<file path="config.mk">
export PLATFORM = sky130hd
export DESIGN_NAME = onehot_step_decoder_flat
export DESIGN_NICKNAME = d
export VERILOG_FILES = /design/src/rtl/onehot_step_decoder_if.sv /design/src/rtl/onehot_step_decoder.sv /design/src/flat_wrapper.sv
export SDC_FILE = /design/constraint.sdc
export NUM_CORES = 1
export LEC_CHECK = 0
export ABC_CLOCK_PERIOD_IN_PS = 2700
export CAP_MARGIN = 20
export CORE_MARGIN = 10
export CORE_UTILIZATION = 46
export DETAILED_ROUTE_END_ITERATION = 8
export HOLD_SLACK_MARGIN = 0.08
export PLACE_DENSITY_LB_ADDON = 0.15
export SYNTH_ARGS = -nofsm -noshare
export SYNTH_HDL_FRONTEND = slang
export SYNTH_SLANG_ARGS = --single-unit
export TNS_END_PERCENT = 100
</file>
<file path="constraint.sdc">
create_clock -name clk -period 2.7 [get_ports clk]
set_input_delay 0.54 -clock clk [delete_from_list [all_inputs] [get_ports clk]]
set_output_delay 0.54 -clock clk [all_outputs]
set_load 0.01 [all_outputs]
</file>
<file path="src/rtl/onehot_step_decoder_if.sv">
// onehot_step_decoder_if: command/result bundle for the step decoder.
// Groups all non-clock, non-reset signals of onehot_step_decoder.
//
// Ports (signals):
//   en, mode, sel, clr, load, adv : driven by the control unit (master)
//   out, step, wrap, range_err    : driven by the decoder (slave)
interface onehot_step_decoder_if #(
  parameter int SEL_W   = 3,
  parameter int NUM_OUT = 8
);
  logic               en;
  logic               mode;
  logic [SEL_W-1:0]   sel;
  logic               clr;
  logic               load;
  logic               adv;
  logic [NUM_OUT-1:0] out;
  logic [SEL_W-1:0]   step;
  logic               wrap;
  logic               range_err;

  modport master (
    output en, mode, sel, clr, load, adv,
    input  out, step, wrap, range_err
  );

  modport slave (
    input  en, mode, sel, clr, load, adv,
    output out, step, wrap, range_err
  );
endinterface

</file>
<file path="src/rtl/onehot_step_decoder.sv">
// onehot_step_decoder: registered one-hot decoder / step sequencer.
// Decode mode drives onehot(sel); sequencer mode drives onehot(step).
//
// Ports:
//   clk   : rising-edge clock
//   reset : synchronous active-high reset
//   bus   : onehot_step_decoder_if.slave
//     en        stall when low (step/out hold, pulses clear)
//     mode      0 = decode, 1 = sequencer
//     sel       decode index or load value
//     clr/load/adv  sequencer commands, priority clr > load > adv
//     out       registered one-hot (all-zero after bad decode)
//     step      registered step counter, always < NUM_OUT
//     wrap      pulse: counter wrapped NUM_OUT-1 -> 0
//     range_err pulse: sel >= NUM_OUT was used
module onehot_step_decoder #(
  parameter int SEL_W   = 3,
  parameter int NUM_OUT = 8
) (
  input logic                 clk,
  input logic                 reset,
  onehot_step_decoder_if.slave bus
);

  localparam logic [SEL_W:0]   NUM_OUT_C = (SEL_W+1)'(NUM_OUT);
  localparam logic [SEL_W-1:0] LAST_C    = SEL_W'(NUM_OUT - 1);

  logic [SEL_W-1:0]   step_q, step_d;
  logic [NUM_OUT-1:0] out_q,  out_d;
  logic               wrap_q, wrap_d;
  logic               rerr_q, rerr_d;
  logic               sel_ok;

  // Indices at or above NUM_OUT match no bit,
  // so an out-of-range decode yields all-zero.
  function automatic logic [NUM_OUT-1:0] onehot(
    input logic [SEL_W-1:0] idx
  );
    logic [NUM_OUT-1:0] v;
    v = '0;
    for (int i = 0; i < NUM_OUT; i++) begin
      if (idx == SEL_W'(i)) v[i] = 1'b1;
    end
    return v;
  endfunction

  // Extra bit lets NUM_OUT == 2^SEL_W compare correctly.
  assign sel_ok = ({1'b0, bus.sel} < NUM_OUT_C);

  always_comb begin
    step_d = step_q;
    out_d  = out_q;
    wrap_d = 1'b0;
    rerr_d = 1'b0;
    if (bus.en) begin
      unique case (bus.mode)
        1'b0: begin
          out_d  = onehot(bus.sel);
          rerr_d = ~sel_ok;
        end
        1'b1: begin
          if (bus.clr) begin
            step_d = '0;
          end else if (bus.load) begin
            if (sel_ok) step_d = bus.sel;
            else        rerr_d = 1'b1;
          end else if (bus.adv) begin
            if (step_q == LAST_C) begin
              step_d = '0;
              wrap_d = 1'b1;
            end else begin
              step_d = step_q + 1'b1;
            end
          end
          // Tracks next step so out == onehot(step)
          // on every sequencer cycle.
          out_d = onehot(step_d);
        end
        default: ;
      endcase
    end
  end

  always_ff @(posedge clk) begin
    if (reset) begin
      step_q <= '0;
      out_q  <= NUM_OUT'(1);
      wrap_q <= 1'b0;
      rerr_q <= 1'b0;
    end else begin
      step_q <= step_d;
      out_q  <= out_d;
      wrap_q <= wrap_d;
      rerr_q <= rerr_d;
    end
  end

  assign bus.out       = out_q;
  assign bus.step      = step_q;
  assign bus.wrap      = wrap_q;
  assign bus.range_err = rerr_q;

endmodule
</file>
<file path="src/flat_wrapper.sv">
// flat-port wrapper written by rule: the top's interface ports become plain ports
module onehot_step_decoder_flat 
#(
  parameter int SEL_W   = 3,
  parameter int NUM_OUT = 8
)
  (clk, reset, bus_en, bus_mode, bus_sel, bus_clr, bus_load, bus_adv, bus_out, bus_step, bus_wrap, bus_range_err);
  onehot_step_decoder_if #(.SEL_W(SEL_W), .NUM_OUT(NUM_OUT)) bus_i ();
  input logic clk;
  input logic reset;
  input wire logic [$bits(bus_i.en)-1:0] bus_en;
  input wire logic [$bits(bus_i.mode)-1:0] bus_mode;
  input wire logic [$bits(bus_i.sel)-1:0] bus_sel;
  input wire logic [$bits(bus_i.clr)-1:0] bus_clr;
  input wire logic [$bits(bus_i.load)-1:0] bus_load;
  input wire logic [$bits(bus_i.adv)-1:0] bus_adv;
  output wire logic [$bits(bus_i.out)-1:0] bus_out;
  output wire logic [$bits(bus_i.step)-1:0] bus_step;
  output wire logic [$bits(bus_i.wrap)-1:0] bus_wrap;
  output wire logic [$bits(bus_i.range_err)-1:0] bus_range_err;
  assign bus_i.en = bus_en;
  assign bus_i.mode = bus_mode;
  assign bus_i.sel = bus_sel;
  assign bus_i.clr = bus_clr;
  assign bus_i.load = bus_load;
  assign bus_i.adv = bus_adv;
  assign bus_out = bus_i.out;
  assign bus_step = bus_i.step;
  assign bus_wrap = bus_i.wrap;
  assign bus_range_err = bus_i.range_err;
  onehot_step_decoder #(.SEL_W(SEL_W), .NUM_OUT(NUM_OUT)) u_core (.clk(clk), .reset(reset), .bus(bus_i));
endmodule
</file>
Yosys cells after proc, flatten, opt, wreduce, memory -nomap -nowiden

Index checks and enable logic that the tools add are counted.

Memories: 0
Register bits after elaboration: 12
Memory bits (read-only): 0
Output and inout port bits: 13
Memory bits (writable): 0
Bits in latches: 0

Multiplexer cells: 24
Div/mod/pow operators: 0
Multiply operators: 0
Eq/ne operators: 15
Shifts and indexed selects: 0
Reductions and logical operators: 4
Magnitude comparators: 0
Bitwise operators: 3
$add $sub $neg: 1

Operator list:

| cell                | count |
|---|---|
| $eq 3x3->1 const B  | 9 |
| $mux 3              | 6 |
| $mux 1              | 17 |
| $pmux 8 s2          | 1 |
| $eq 3x2->1 const B  | 4 |
| $eq 3x1->1 const B  | 2 |
| $logic_not 3->1     | 2 |
| $reduce_or 6->1     | 1 |
| $add 3x1->3 const B | 1 |
| $not 1->1           | 3 |
| $reduce_and 2->1    | 1 |

Depth between registers and ports, before layout

Depth after elaboration: 10
Gate-level depth with buffers: 6

Least setup slack after synthesis

Ideal clock, no wire load.

Path kind: reg2reg
From: register u_core.step_q[0] (netlist: u_core.bus.step[0])
To: register u_core.out_q[4] (netlist: u_core.bus.out[4])
Required time: 2.583 ns
Path buffers: 0
Setup slack: 0.912 ns
Period minus slack after synthesis: 1.788 ns
Setup time: 0.117 ns
Arrival: 1.671 ns
Cell stages (with the launch flop): 7
Cells stage by stage: dfxtp_1 > ha_1 > ha_1 > mux2_2 > a221oi_2 > nor2b_1 > a32o_1

Word-level cells in the longest chain between the ends: 10

RTL lines:

| what                                      | RTL line                                             | source |
|---|---|---|
| from (decl)                               | onehot_step_decoder.sv:28                            | `logic [SEL_W-1:0] step_q, step_d;` |
| from (signal assigned)                    | onehot_step_decoder.sv:91                            | `step_q <= step_d;` |
| $add 3x1->3 or $eq 3x3->1 (tied branches) | onehot_step_decoder.sv:72, onehot_step_decoder.sv:68 |  |
| $mux 3                                    | onehot_step_decoder.sv:68                            | `if (step_q == LAST_C) begin` |
| $mux 3 *                                  | onehot_step_decoder.sv:67                            | `end else if (bus.adv) begin` |
| $mux 3 *                                  | onehot_step_decoder.sv:64                            | `end else if (bus.load) begin` |
| $mux 3 *                                  | onehot_step_decoder.sv:62                            | `if (bus.clr) begin` |
| $mux 3 *                                  | onehot_step_decoder.sv:56                            | `unique case (bus.mode)` |
| $mux 3 *                                  | onehot_step_decoder.sv:55                            | `if (bus.en) begin` |
| $eq 3x3->1 *                              | onehot_step_decoder.sv:42                            | `if (idx == SEL_W'(i)) v[i] = 1'b1;` |
| $mux 1 *                                  | onehot_step_decoder.sv:42                            |  |
| $pmux 8 s2 *                              | onehot_step_decoder.sv:56                            |  |
| to (signal assigned)                      | onehot_step_decoder.sv:92                            | `out_q <= out_d;` |
| to (decl)                                 | onehot_step_decoder.sv:29                            | `logic [NUM_OUT-1:0] out_q, out_d;` |

Every way passes the cells marked *; elsewhere a longest branch is shown, timed or not. The select of a mux whose other input is x is not followed.
A chain may end at the register's enable or synchronous reset.

Worst setup path in the final report

From: input port bus_adv
To: register u_core.out_q[4] (netlist: u_core.bus.out[4])

Word-level cells in the longest chain between the ends: 8

RTL lines:

| what        | RTL line                  | source |
|---|---|---|
| from (decl) | flat_wrapper.sv:16        | `input wire logic [$bits(bus_i.adv)-1:0] bus_adv;` |
| $mux 3      | onehot_step_decoder.sv:67 |  |
| $mux 3      | onehot_step_decoder.sv:64 |  |
| $mux 3      | onehot_step_decoder.sv:62 |  |
| $mux 3      | onehot_step_decoder.sv:56 |  |
| $mux 3      | onehot_step_decoder.sv:55 |  |
| $eq 3x3->1  | onehot_step_decoder.sv:42 |  |
| $mux 1      | onehot_step_decoder.sv:42 |  |
| $pmux 8 s2  | onehot_step_decoder.sv:56 |  |

No other way between the ends. The select of a mux whose other input is x is not followed.

==> summary.md <==
| Metric | Value |
|---|---|
| Post-cts sizing count | 0 |
| HP Start | u_core.bus.out[2]$_SDFFE_PP0P_ |
| Post-DP HPWL | around 1400 um |
| Hold worst-path end | u_core.bus.out[2]$_SDFFE_PP0P_ |
| Net Sw Power | 106 uW |
| R2R depth | 6 |
| Synth-to-layout area growth | 37.6% |
| Io pins | 23 |
| Syn Nets | 81 |
| Fin crit share | approximately three quarters |
| Drt pass-1 iters | 5 |
| Pwr Density | roughly 450 mW/mm^2 |
| Arrival time worst endpoint | 2.23 ns |
| Unrepaired setup endpoints after global routing | no |
| Total Wirelength | 1760 um |
| # rows | 13 |
| Power Total | 409 uW |
| CP max FO | 5 |
| CTS buffer count | 3 |
| Clock slew at reported path FFs | 0.08 ns |
| First-pass GRT wire length | 2820 um |
| R2R setup slack | 0.80 ns |
| Worst hold path type | register to register |
| Post-Syn Area | 662 sq um |
| Worst r2r src | u_core.bus.step[0]$_SDFFE_PP0P_ |
| Antenna violations before repair | 0 |
| Int Power | 303 uW |
| Input/output buffers | 21 |
| #FFs+latches synth | 12 |
| RePlAce Congestion | 0.799 |
| Avg WL per Cell | ~17 um |
| Residual DRC count | 0 |
| RR Endpoint | u_core.bus.out[4]$_SDFFE_PP0P_ |
| Largest cells by area after synthesis | dfxtp_1, a32o_1, ha_1 |
| Hold-fix buffers, CTS | 0 |
| CORE AREA | between 0.001 and 0.0015 sq mm |
| Mean post-synth cell area | 9.59 sq um |
| Synth cell types | 35 |
| Worst Hold Path Cells | 1 |
| Prevailing post-synth register cell | dfxtp_1 |
| Syn. warnings | 0 |
| Skew final | 0.00184 ns |
| Mapped Cells | a little under 70 |
| Final Slew Violations | 0 |
| Max Buffers Root-to-Sink | 2 |
| Final Hold Viols | 0 |
| Synth cell count leaders | dfxtp_1, a32o_1, nand2_1 |
| Diodes inserted | 0 |
| Adder-cell area share of the yosys netlist | approximately 3.8% |
| Post-CTS setup buffer count | 0 |
| Post-synth ARST share | 0% |
| DR vias/cell | between 5 and 6 |
| Switching share of power | 25.9% |
| Outcome | complete, no violations |
| CP Launch Type | input pin |
| Gr usage total | 10.2% |
| Critical Path End Type | register |
| Mux cell area share after synthesis | 4.91% |
| MaxCap Viol Count | 0 |
| Post-synthesis xor/xnor area fraction | 0% |
| VDD IR-drop max | ~0.33 mV |
| Crit Path Category | input pin to register |
| Largest net degree at the start of global routing | 10 |
| Layout cells sized above 1 | roughly an eighth |
| Root buf cell | clkbuf_4 |
| Largest family of logic cells by synthesized area | compound AO/OA/AOI/OAI gates |
| Final TNS setup | 0 ns |
| Width of the die | 57.9 um |
| ANT nets after route | 0 |
| DR vias | 632 |
| H-tree level count | 1 |
| Initial DRC count | 22 |
| Sequential cell area fraction in the yosys report | 36.3% |
| GR Overflow Total | 0 |
| Final #Nets | 104 |
| Leading area contributor after synthesis | dfxtp_1 |
| Die ar. | 0.00336 sq mm |
| Simple-Gate Fraction of Synth Area | 22.7% |
| Synth Area in Compound Gates | 27.6% |
| Initial Util | between 40% and 50% |
| Endpoints failing setup | 0 |
| Sink Count | 12 |
| Clk pwr share | 35.7% |
| Chip Height | 57.9 um |
| Synth top area share | 36.3% |
| CTS tree | yes |
| Power share of the combinational group | approximately a fifth |
| Sequential group share of total power | 45.4% |
| Worst EP required | 2.92 ns |
| Leak | 0.357 nW |
| Clk_lat worst skew | between 0.2 and 0.3 ns |
| Top-count cell post-synth | dfxtp_1 |
| Final min period | between 2 and 2.5 ns |
| Top achievable clock speed | slightly below 0.5 GHz |
| Post-synth EDFFs | 0 |
| Vias in the first global route | 587 |
sequential cells by signal, summed over array words and instances, names as in the netlist:
register and flops:
u_core.bus.out 8, u_core.bus.step 3, u_core.bus.wrap 1
layout make-up:
cell class	count	area (sq um)
Fill cell	117	423
Timing Repair Buffer	21	210
Inverter	3	11.3
Tap cell	15	18.8
Sequential cell	12	240
Multi-Input combinational cell	51	394
Clock buffer	4	36.3
worst max-delay path, cell delays in order:
cell and delay, ns:
clkdlybuf4s50_1 0.56, mux2_2 0.38, and2_4 0.16, nor3_1 0.36
a32o_1 0.23
cell families (layout without fill, tap and decap cells):
family,count (synthesis),after routing
other cells,1,1
mux,3,3
fa+ha+maj,2,2
flops,12,12
simple gates,25,25
buf+inv,6,28
compound gates,20,20
power groups by stage:
stage	Clock (mW)	Combinational (mW)	Sequential, mW
global placement	0	0.0752	0.190
global route	0.159	0.0830	0.186
floorplan	0	0.0381	0.192
finish	0.146	0.0774	0.185
CTS	0.151	0.0770	0.186
detailed placement	0	0.0764	0.190
per-stage QoR:
stage	instance area (sq um)	setup WS, ns	util [%]	cells	hold WS (ns)
after global placement	875	0.464	65.6	102	0.452
after global routing	911	0.624	68.3	106	0.497
after CTS	911	0.699	68.3	106	0.474
after floorplan	662	0.912	-	69	0.499
after detailed placement	875	0.419	65.6	102	0.460
final	911	0.684	68.3	106	0.472
layout by cell type (no fill, tap or decap), types with 2 or more instances in the layout:
| master | Yosys | routed |
|---|---|---|
| mux2_2 | 2 | 2 |
| inv_1 | 3 | 3 |
| a21oi_1 | 3 | 3 |
| nand2b_1 | 3 | 3 |
| nand3_1 | 2 | 2 |
| a32o_1 | 7 | 7 |
| ha_1 | 2 | 2 |
| nor4_1 | 2 | 2 |
| nor2b_1 | 3 | 3 |
| dfxtp_1 | 12 | 12 |
| clkdlybuf4s50_1 | 0 | 21 |
| clkbuf_4 | 0 | 3 |
| nand2_1 | 6 | 6 |
per-layer routing:
layer / global-route usage, % / up-vias / share of wire [%]
met5: 0 / - / 0
met4: 2.01 / 0 / 0.68
met3: 4.58 / 2 / 7.7
met2: 15.5 / 20 / 46
met1: 12.9 / 300 / 45
li1: - / 310 / -
worst max path at each step:
stage               depth (start not counted)                              to  slack, ns                             from
detailed placement                          5  u_core.bus.out[4]$_SDFFE_PP0P_       0.42                          bus_adv
global placement                            5  u_core.bus.out[1]$_SDFFE_PP0P_       0.46                          bus_adv
global route                                5  u_core.bus.out[6]$_SDFFE_PP0P_       0.62                          bus_adv
CTS                                         5  u_core.bus.out[4]$_SDFFE_PP0P_       0.70                          bus_adv
floorplan                                   6  u_core.bus.out[4]$_SDFFE_PP0P_       0.91  u_core.bus.step[0]$_SDFFE_PP0P_
finish                                      5  u_core.bus.out[4]$_SDFFE_PP0P_       0.68                          bus_adv
No activity file was read; power rests on OpenSTA's default activity.
